[config.mk]
export PLATFORM = sky130hd
export DESIGN_NAME = aqp_esp_uart_rx_ctrl_flat
export DESIGN_NICKNAME = d
export VERILOG_FILES = /design/src/rtl/aqp_esp_uart_rx_ctrl_pkg.sv /design/src/rtl/aqp_esp_uart_rx_ctrl_if.sv /design/src/rtl/aqp_fifo_ram.sv /design/src/rtl/aqp_esp_uart_rx_ctrl.sv /design/src/flat_wrapper.sv
export SDC_FILE = /design/constraint.sdc
export NUM_CORES = 1
export LEC_CHECK = 0
export CAP_MARGIN = 20
export CORE_MARGIN = 1.5
export CORE_UTILIZATION = 54
export CTS_CLUSTER_DIAMETER = 200
export DETAILED_ROUTE_END_ITERATION = 7
export GPL_TIMING_DRIVEN = 1
export PLACE_DENSITY_LB_ADDON = 0.1
export SLEW_MARGIN = 20
export SYNTH_ARGS = -nofsm -noshare
export SYNTH_HDL_FRONTEND = slang
export SYNTH_SLANG_ARGS = --single-unit
[constraint.sdc]
create_clock -name clk -period 3.91 [get_ports clk]
set_input_delay 0.5865 -clock clk [delete_from_list [all_inputs] [get_ports clk]]
set_output_delay 0.5865 -clock clk [all_outputs]
set_load 0.005 [all_outputs]
[src/rtl/aqp_esp_uart_rx_ctrl_pkg.sv]
// Shared ESP UART constants: receive FIFO sizing, flow-control
// thresholds and status-register bit positions.
package aqp_esp_uart_rx_ctrl_pkg;

    localparam int ESP_RX_DEPTH  = 16;
    localparam int ESP_RX_RTS_HI = 12;
    localparam int ESP_RX_RTS_LO = 4;

    // Status register bit positions, reused by the register map
    localparam int STAT_OVF_BIT   = 0;
    localparam int STAT_FERR_BIT  = 1;
    localparam int STAT_EMPTY_BIT = 2;

    typedef enum logic {
        ST_RUN   = 1'b0,
        ST_ERROR = 1'b1
    } rx_state_e;

    function automatic logic [2:0] pack_status(
        input logic ovf,
        input logic ferr,
        input logic empty
    );
        logic [2:0] s;
        s                 = '0;
        s[STAT_OVF_BIT]   = ovf;
        s[STAT_FERR_BIT]  = ferr;
        s[STAT_EMPTY_BIT] = empty;
        return s;
    endfunction

endpackage

[src/rtl/aqp_esp_uart_rx_ctrl_if.sv]
// Receiver-side and CPU-side signals of the ESP UART receive
// controller; the controller takes the slave view.
interface aqp_esp_uart_rx_ctrl_if
    import aqp_esp_uart_rx_ctrl_pkg::*;
#(
    parameter int DEPTH = ESP_RX_DEPTH
);
    logic [7:0]             rx_data;
    logic                   rx_valid;
    logic                   rx_ferr;
    logic                   rd_strobe;
    logic                   flush;
    logic                   clr_status;
    logic [7:0]             rd_data;
    logic                   rx_empty;
    logic [$clog2(DEPTH):0] rx_count;
    logic                   uart_rts_n;
    logic                   overflow;
    logic                   ferr_sticky;

    modport master (
        output rx_data, rx_valid, rx_ferr,
        output rd_strobe, flush, clr_status,
        input  rd_data, rx_empty, rx_count,
        input  uart_rts_n, overflow, ferr_sticky
    );

    modport slave (
        input  rx_data, rx_valid, rx_ferr,
        input  rd_strobe, flush, clr_status,
        output rd_data, rx_empty, rx_count,
        output uart_rts_n, overflow, ferr_sticky
    );
endinterface

[src/rtl/aqp_fifo_ram.sv]
// FIFO storage array: one synchronous write port and one
// asynchronous read port; contents are not reset.
module aqp_fifo_ram #(
    parameter int DEPTH = 16,
    parameter int WIDTH = 8
) (
    input  logic                     clk,
    input  logic                     we_i,
    input  logic [$clog2(DEPTH)-1:0] waddr_i,
    input  logic [WIDTH-1:0]         wdata_i,
    input  logic [$clog2(DEPTH)-1:0] raddr_i,
    output logic [WIDTH-1:0]         rdata_o
);
    logic [WIDTH-1:0] mem_q [DEPTH];

    always_ff @(posedge clk) begin
        if (we_i) begin
            mem_q[waddr_i] <= wdata_i;
        end
    end

    assign rdata_o = mem_q[raddr_i];
endmodule

[src/rtl/aqp_esp_uart_rx_ctrl.sv]
// ESP UART receive controller: byte FIFO with RTS hysteresis,
// framing-error tracking and sticky overflow/error flags.
module aqp_esp_uart_rx_ctrl
    import aqp_esp_uart_rx_ctrl_pkg::*;
#(
    parameter int DEPTH  = ESP_RX_DEPTH,
    parameter int RTS_HI = ESP_RX_RTS_HI,
    parameter int RTS_LO = ESP_RX_RTS_LO
) (
    input logic                   clk,
    input logic                   reset,
    aqp_esp_uart_rx_ctrl_if.slave bus_if
);
    localparam int AW = $clog2(DEPTH);
    localparam int CW = AW + 1;
    localparam logic [CW-1:0] FULL_LVL = CW'(DEPTH);
    localparam logic [CW-1:0] HI_LVL   = CW'(RTS_HI);
    localparam logic [CW-1:0] LO_LVL   = CW'(RTS_LO);

    logic [AW-1:0] wr_ptr_q, wr_ptr_d;
    logic [AW-1:0] rd_ptr_q, rd_ptr_d;
    logic [CW-1:0] count_q, count_d;
    logic          rts_q, rts_d;
    logic          ovf_q, ovf_d;
    logic          ferr_q;
    logic          prev_ferr_q;
    rx_state_e     state_q;

    logic          empty, full;
    logic          push_req, do_push, do_pop;
    logic          drop, ferr_rise;
    logic [7:0]    ram_rdata;

    always_comb begin
        empty     = (count_q == '0);
        full      = (count_q == FULL_LVL);
        push_req  = (state_q == ST_RUN) && bus_if.rx_valid && !bus_if.rx_ferr;
        do_pop    = bus_if.rd_strobe && !empty;
        // A pop at full frees the slot the concurrent push lands in
        do_push   = push_req && (!full || do_pop);
        drop      = push_req && full && !do_pop;
        ferr_rise = bus_if.rx_ferr && !prev_ferr_q;
    end

    always_comb begin
        wr_ptr_d = wr_ptr_q + AW'(do_push);
        rd_ptr_d = rd_ptr_q + AW'(do_pop);
        count_d  = count_q + CW'(do_push) - CW'(do_pop);
        ovf_d    = (ovf_q && !bus_if.clr_status) || drop;
        rts_d    = rts_q;
        if (count_q >= HI_LVL) begin
            rts_d = 1'b1;
        end else if (count_q <= LO_LVL) begin
            rts_d = 1'b0;
        end
        if (bus_if.flush) begin
            wr_ptr_d = '0;
            rd_ptr_d = '0;
            count_d  = '0;
            ovf_d    = 1'b0;
            rts_d    = 1'b0;
        end
    end

    always_ff @(posedge clk or posedge reset) begin
        if (reset) begin
            wr_ptr_q <= '0;
            rd_ptr_q <= '0;
            count_q  <= '0;
            ovf_q    <= 1'b0;
            rts_q    <= 1'b0;
        end else begin
            wr_ptr_q <= wr_ptr_d;
            rd_ptr_q <= rd_ptr_d;
            count_q  <= count_d;
            ovf_q    <= ovf_d;
            rts_q    <= rts_d;
        end
    end

    // Receiver error FSM; flush clears the flag but not the state
    always_ff @(posedge clk or posedge reset) begin
        if (reset) begin
            state_q     <= ST_RUN;
            prev_ferr_q <= 1'b0;
            ferr_q      <= 1'b0;
        end else begin
            prev_ferr_q <= bus_if.rx_ferr;
            unique case (state_q)
                ST_RUN:   if (ferr_rise) state_q <= ST_ERROR;
                ST_ERROR: if (!bus_if.rx_ferr) state_q <= ST_RUN;
                default:  state_q <= ST_RUN;
            endcase
            if (bus_if.flush) begin
                ferr_q <= 1'b0;
            end else begin
                ferr_q <= (ferr_q && !bus_if.clr_status) || ferr_rise;
            end
        end
    end

    aqp_fifo_ram #(
        .DEPTH (DEPTH),
        .WIDTH (8)
    ) u_ram (
        .clk     (clk),
        .we_i    (do_push),
        .waddr_i (wr_ptr_q),
        .wdata_i (bus_if.rx_data),
        .raddr_i (rd_ptr_q),
        .rdata_o (ram_rdata)
    );

    assign bus_if.rd_data     = empty ? 8'h00 : ram_rdata;
    assign bus_if.rx_empty    = empty;
    assign bus_if.rx_count    = count_q;
    assign bus_if.uart_rts_n  = rts_q;
    assign bus_if.overflow    = ovf_q;
    assign bus_if.ferr_sticky = ferr_q;
endmodule
[src/flat_wrapper.sv]
// flat-port wrapper written by rule: the top's interface ports become plain ports
module aqp_esp_uart_rx_ctrl_flat import aqp_esp_uart_rx_ctrl_pkg::*;
#(
    parameter int DEPTH  = ESP_RX_DEPTH,
    parameter int RTS_HI = ESP_RX_RTS_HI,
    parameter int RTS_LO = ESP_RX_RTS_LO
)
  (clk, reset, bus_if_rx_data, bus_if_rx_valid, bus_if_rx_ferr, bus_if_rd_strobe, bus_if_flush, bus_if_clr_status, bus_if_rd_data, bus_if_rx_empty, bus_if_rx_count, bus_if_uart_rts_n, bus_if_overflow, bus_if_ferr_sticky);
  aqp_esp_uart_rx_ctrl_if #(.DEPTH(DEPTH)) bus_if_i ();
  input logic clk;
  input logic reset;
  input wire logic [$bits(bus_if_i.rx_data)-1:0] bus_if_rx_data;
  input wire logic [$bits(bus_if_i.rx_valid)-1:0] bus_if_rx_valid;
  input wire logic [$bits(bus_if_i.rx_ferr)-1:0] bus_if_rx_ferr;
  input wire logic [$bits(bus_if_i.rd_strobe)-1:0] bus_if_rd_strobe;
  input wire logic [$bits(bus_if_i.flush)-1:0] bus_if_flush;
  input wire logic [$bits(bus_if_i.clr_status)-1:0] bus_if_clr_status;
  output wire logic [$bits(bus_if_i.rd_data)-1:0] bus_if_rd_data;
  output wire logic [$bits(bus_if_i.rx_empty)-1:0] bus_if_rx_empty;
  output wire logic [$bits(bus_if_i.rx_count)-1:0] bus_if_rx_count;
  output wire logic [$bits(bus_if_i.uart_rts_n)-1:0] bus_if_uart_rts_n;
  output wire logic [$bits(bus_if_i.overflow)-1:0] bus_if_overflow;
  output wire logic [$bits(bus_if_i.ferr_sticky)-1:0] bus_if_ferr_sticky;
  assign bus_if_i.rx_data = bus_if_rx_data;
  assign bus_if_i.rx_valid = bus_if_rx_valid;
  assign bus_if_i.rx_ferr = bus_if_rx_ferr;
  assign bus_if_i.rd_strobe = bus_if_rd_strobe;
  assign bus_if_i.flush = bus_if_flush;
  assign bus_if_i.clr_status = bus_if_clr_status;
  assign bus_if_rd_data = bus_if_i.rd_data;
  assign bus_if_rx_empty = bus_if_i.rx_empty;
  assign bus_if_rx_count = bus_if_i.rx_count;
  assign bus_if_uart_rts_n = bus_if_i.uart_rts_n;
  assign bus_if_overflow = bus_if_i.overflow;
  assign bus_if_ferr_sticky = bus_if_i.ferr_sticky;
  aqp_esp_uart_rx_ctrl #(.DEPTH(DEPTH), .RTS_HI(RTS_HI), .RTS_LO(RTS_LO)) u_core (.clk(clk), .reset(reset), .bus_if(bus_if_i));
endmodule
Yosys cells after proc, flatten, opt, wreduce, memory -nomap -nowiden
Memory sizes are Yosys's and may differ from the RTL's.
Index checks and enable logic that the tools add are counted.
{"block": "word_totals", "mem_bits_rw": 128, "word_cells": 51, "in_bits": 15, "regBits": 18, "memories": 1, "out_inout_bits": 17}
{"memory": "u_core.u_ram.mem_q", "depth": 16, "width": 8, "read_ports": 1, "rd_clocked_by_memory_dff": 0, "wr": 1, "line_no": "aqp_fifo_ram.sv:14", "text": "logic [WIDTH-1:0] mem_q [DEPTH];"}
{"block": "op_classes", "magnitude_cmp": 2, "n_bitwise": 1, "mux": 14, "reduce_logical": 20, "add_sub_neg": 4, "eq_ne": 1}
{"op": "$logic_and 1x1->1", "count": 9}
{"op": "$mux 1", "count": 9}
{"op": "$add 4x1->4", "count": 2}
{"op": "$mux 4", "count": 2}
{"op": "$mux 8", "count": 1}
{"op": "$logic_not 1->1", "count": 6}
{"op": "$add 5x1->5", "count": 1}
{"op": "$eq 5x5->1 const B", "count": 1}
{"op": "$ge 5x4->1 const B", "count": 1}
{"op": "$le 5x3->1 const B", "count": 1}
{"op": "$logic_not 5->1", "count": 1}
{"op": "$mux 5", "count": 1}
{"op": "$sub 5x1->5", "count": 1}
{"op": "$logic_or 1x1->1", "count": 3}
{"op": "$reduce_bool 3->1", "count": 1}
{"op": "$pmux 1 s2", "count": 1}
{"op": "$not 1->1", "count": 1}

Longest topological paths before layout
{"block": "depth", "word_depth": 8, "depth_mapped": 14, "ltp_nobuf": 14}

By module
Synthesis repeated with hierarchy kept, for this count alone.
{"block": "unflattened", "hier_cells": 325, "area_unflattened_um2": 6062.1}
{"mod": "aqp_fifo_ram", "n_inst": 1, "area_each_um2": 4987.3, "cells_each": 221, "seq_area_each_um2": 3843.7}
{"mod": "aqp_esp_uart_rx_ctrl", "n_inst": 1, "area_each_um2": 1074.8, "cells_each": 104, "seq_area_each_um2": 450.4}

Worst setup path after synthesis
No wires, ideal clock.
{"block": "synth_path", "kind": "reg2reg", "from": "register u_core.count_q[3], in the netlist u_core.bus_if.rx_count[3]", "to": "register u_core.count_q[4], in the netlist u_core.bus_if.rx_count[4]", "slack_ns": 0.887, "setup_ns": 0.136, "path_buffers": 0, "t_arrival_ns": 2.887, "stages_incl_launch_ff": 15, "synth_period_minus_slack_ns": 3.023, "required_ns": 3.774, "path_cell_list": "dfrtp_1 > inv_1 > ha_1 > or3b_1 > nor2_1 > nor2b_1 > ha_1 > inv_1 > ha_1 > inv_1 > fa_1 > nand2b_1 > a21oi_1 > or3_1 > a21oi_1"}
{"block": "synth_between", "elab_chain_cells": 8, "word_cells_on_any_way": 10, "classes_between": "add/sub (2); eq/ne (1); mux (1); reduce/logical (6)"}
{"element": "from (decl)", "line_no": "aqp_esp_uart_rx_ctrl.sv:22", "text": "logic [CW-1:0] count_q, count_d;"}
{"element": "from (signal assigned)", "line_no": "aqp_esp_uart_rx_ctrl.sv:75", "text": "count_q <= count_d;"}
{"element": "$logic_not 5->1 *", "line_no": "aqp_esp_uart_rx_ctrl.sv:35", "text": "empty = (count_q == '0);"}
{"element": "net bus_if_rx_empty", "line_no": "flat_wrapper.sv:19", "text": "output wire logic [$bits(bus_if_i.rx_empty)-1:0] bus_if_rx_empty;"}
{"element": "$logic_not 1->1 *", "line_no": "aqp_esp_uart_rx_ctrl.sv:38", "text": "do_pop = bus_if.rd_strobe && !empty;"}
{"element": "$logic_and 1x1->1 *", "line_no": "aqp_esp_uart_rx_ctrl.sv:38"}
{"element": "$logic_or 1x1->1", "line_no": "aqp_esp_uart_rx_ctrl.sv:40", "text": "do_push = push_req && (!full || do_pop);"}
{"element": "$logic_and 1x1->1", "line_no": "aqp_esp_uart_rx_ctrl.sv:40"}
{"element": "$add 5x1->5", "line_no": "aqp_esp_uart_rx_ctrl.sv:48", "text": "count_d = count_q + CW'(do_push) - CW'(do_pop);"}
{"element": "$sub 5x1->5 *", "line_no": "aqp_esp_uart_rx_ctrl.sv:48"}
{"element": "$mux 5 *", "line_no": "aqp_esp_uart_rx_ctrl.sv:56", "text": "if (bus_if.flush) begin"}
{"element": "net u_core.count_d[4]", "line_no": "aqp_esp_uart_rx_ctrl.sv:22"}
The timed path passes the listed nets; every way through them passes the cells marked *.
A chain may end at the register's enable or synchronous reset.

Worst setup path after layout
{"block": "layout_path", "from": "register u_core.rd_ptr_q[1]", "to": "output bus_if_rd_data[0]"}
{"block": "layout_between", "elab_chain_cells": 2}
{"element": "from (decl)", "line_no": "aqp_esp_uart_rx_ctrl.sv:21", "text": "logic [AW-1:0] rd_ptr_q, rd_ptr_d;"}
{"element": "from (signal assigned)", "line_no": "aqp_esp_uart_rx_ctrl.sv:74", "text": "rd_ptr_q <= rd_ptr_d;"}
{"element": "$mem_v2 16x8"}
{"element": "$mux 8", "line_no": "aqp_esp_uart_rx_ctrl.sv:114", "text": "assign bus_if.rd_data = empty ? 8'h00 : ram_rdata;"}
{"element": "to (decl)", "line_no": "flat_wrapper.sv:18", "text": "output wire logic [$bits(bus_if_i.rd_data)-1:0] bus_if_rd_data;"}
Every way passes these cells.

==> out/metrics.cfg <==
[run_status]
status=finished clean

[detailed_routing]
top_layer=met4
dr.pass1.iters=4
routed-wl-met2_mm=5.67
num_vias=3010
totalWireLength_mm=11.3
ant_nets=0
avgViaCountPerCell=5.78
wl_met1_mm=5.13
drc_errors=0
wire_per_inst_um=21.6
wl_met3_um=348
drt_iter0_markers=120

[power]
p_sw_share_pct=25.1
power.leakage_nw=2.39
power_frac_seq_pct=41.0
p_switching_mw=1.10
p_clk_share_pct=37.0
power_mw=4.40
pwr-share-comb_pct=22.0
ir_worst_vdd_mv=0.366
powerDensity_mw_per_mm2=618
intPower_mw=3.30

[cts]
cts_hold_buffers=0
cts-resized-gates=0
cts.sinks=146
clkLatencyLatePin_ns=0.52
htree_num_levels=4
cts_setup_buffers=0
root_buffer=clkbuf_8
clockBufferDepth=2
cts_tree=yes
clk_pin_slew_ns=0.06
cts-buffers-inserted=17

[layout]
nNetsFinal=398
layout-drive-gt1-share_pct=17.8
fin_cells=521
fillCellCount=758
regArea_mm2=0.00429
antennaDiodeCount=0
area_delta_synth_final_pct=17.9
final_cell_mix=edfxtp_1 (128), clkdlybuf4s50_1 (31), mux4_2 (22), nor2_1 (21), dfrtp_1 (18)
multi_input_area_mm2=0.00159
final_common_cell=edfxtp_1

[synth]
synthArstFlopShare_pct=12.3
synth_area_mm2=0.00604
ys_seq_area_share_pct=71.1
synth_fp_nets=350
synth_edf_count=128
yosysWarnings=0
avgSynthCellArea_um2=18.9
ys_ff_latch=146
syn_inst=320
ys.flop_type=edfxtp_1
synth_cell_types=35

[job]
maxCapViolations=0

[critical_path]
arrival_ns=3.08
critPathKind=reg2out
crit_path_end_kind=output pin
critPathMaxFanout=15
max_stage_delay_ns=0.76
slowest_stage=dfrtp_1
regToRegStartpoint=u_core.bus_if.rx_count[2]
required_ns=3.32
cpMostUsedCell=a211oi_1
start_kind=register
setup.worst_path.start=u_core.rd_ptr_q[1]
cp_cell_sequence=buf_4, mux4_1, a211oi_1, a211oi_1, clkdlybuf4s50_1

[placed_design]
dpl.hpwl_mm=7.37
gp_congestion=0.725
dp.cells=489
portBuffers=31

[sta]
relSlewSlack_pct=33.6
post-route-min-period_ns=3.66
hold_violations=0
slew_violations=0
worst_pin_slew_ns=0.992
fin_crit_sh_pct=93.7
finalSetupViolCount=0
grt_setup_unrepaired=no
tns_ns=0
max_freq_mhz=273
worst_clock_skew_ns=0.00893

[global_route]
antenna_found_initial=0
grt_pass1_wl_mm=17.9
grt.overflow.total=0
grt_max_degree=33
grt_pass1_vias=3169
track_usage_pct=21.9

[die]
dieWidth_um=109
start_util_pct=55.5
core_region_area_mm2=0.0109
io_pins=32
num_rows=38
dieArea_mm2=0.0118
die_h_um=109

[min_path]
min_from=u_core.prev_ferr_q
hold_path_class=reg2reg

-- power by group through the flow --
stage	Combinational [mW]	Sequential (mW)	Clock [mW]
after floorplan	0.639	1.81	0
after global placement	0.967	1.83	0
after detailed placement	0.985	1.84	0
after CTS	0.991	1.81	1.66
after global routing	1.09	1.81	1.73
final	0.966	1.80	1.63
-- registers in the layout (all words and copies together), names as in the netlist --
name,cells
u_core.state_q,1
u_core.u_ram.mem_q,128
u_core.bus_if.overflow,1
u_core.prev_ferr_q,1
u_core.bus_if.uart_rts_n,1
u_core.bus_if.rx_count,5
u_core.rd_ptr_q,4
u_core.bus_if.ferr_sticky,1
u_core.wr_ptr_q,4
-- stage by stage --
stage | hold slack (ns) | cell area [um^2] | utilization [%] | worst slack [ns]
final | 0.456 | 7120 | 65.4 | 0.246
after detailed placement | 0.454 | 6520 | 59.8 | 0.639
after floorplan | 0.422 | 6040 | - | 0.887
after CTS | 0.462 | 7120 | 65.4 | 0.167
after global routing | 0.467 | 7120 | 65.4 | 0.0289
after global placement | 0.436 | 6520 | 59.8 | 0.725
-- worst max-delay path: cells and delay by family (launching register included) --
kind            cells  cell delay (ns)
compound gates      2             0.35
buf+inv             2             0.89
flops               1             0.76
mux                 1             0.57
-- final timing paths --
| check | end | slack, ns | cells after the start |
|---|---|---|---|
| setup / recovery | bus_if_rd_data[0] | 0.25 | 5 |
| hold / removal | u_core.state_q | 0.46 | 1 |
| setup reg to reg | u_core.bus_if.rx_count[4] | 0.84 | 15 |
| hold reg to reg | u_core.state_q | 0.46 | 1 |
| max in group asynchronous | u_core.rd_ptr_q[1] | 2.98 | 2 |
| min in group asynchronous | u_core.wr_ptr_q[0] | 0.48 | 2 |
-- layout make-up --
type,count,share of cell area [%]
inverters,11,0.580
well taps,140,2.46
multi-input cells,147,22.3
clock buffers,17,5.82
flip-flops and latches,146,60.3
clock inverters,15,2.69
repair buffers,45,5.83
-- routing by layer --
metal / up-vias / global-route usage (%)
met1: 1583 / 29.9
met3: 13 / 4.96
li1: 1362 / -
met5: - / 0
met4: 0 / 8.46
met2: 52 / 34.6
-- kinds of logic (layout without fill, tap and decap cells) --
logic type | after synthesis | in the layout | share of synthesized area (%)
muxes | 40 | 40 | 13.9
buffers and inverters | 27 | 88 | 2.57
AOI/OAI and AO/OA | 28 | 28 | 3.25
DFF | 146 | 146 | 71.1
xor gates and xnor gates | 6 | 6 | 0.870
and+or+nand+nor | 58 | 58 | 5.08
adders and majority gates | 15 | 15 | 3.23
-- cells in the mapped netlist, types with 2 or more instances --
cell	number	area share [%]
xnor2_1	3	0.44
buf_2	6	0.50
a211oi_1	16	2.0
xor2_1	3	0.44
nor2_1	21	1.3
edfxtp_1	128	64
a21oi_1	6	0.50
mux4_1	10	4.4
nand3b_1	2	0.25
nor2b_1	14	1.5
buf_6	2	0.37
mux4_2	22	8.2
nand2_1	3	0.19
buf_4	4	0.50
inv_1	11	0.68
nand2b_1	6	0.62
ha_1	14	2.9
mux2i_1	8	1.3
nor3_1	4	0.33
nand3_1	3	0.25
clkbuf_1	3	0.19
dfrtp_1	18	7.5
(Power assumes the default switching activity.)
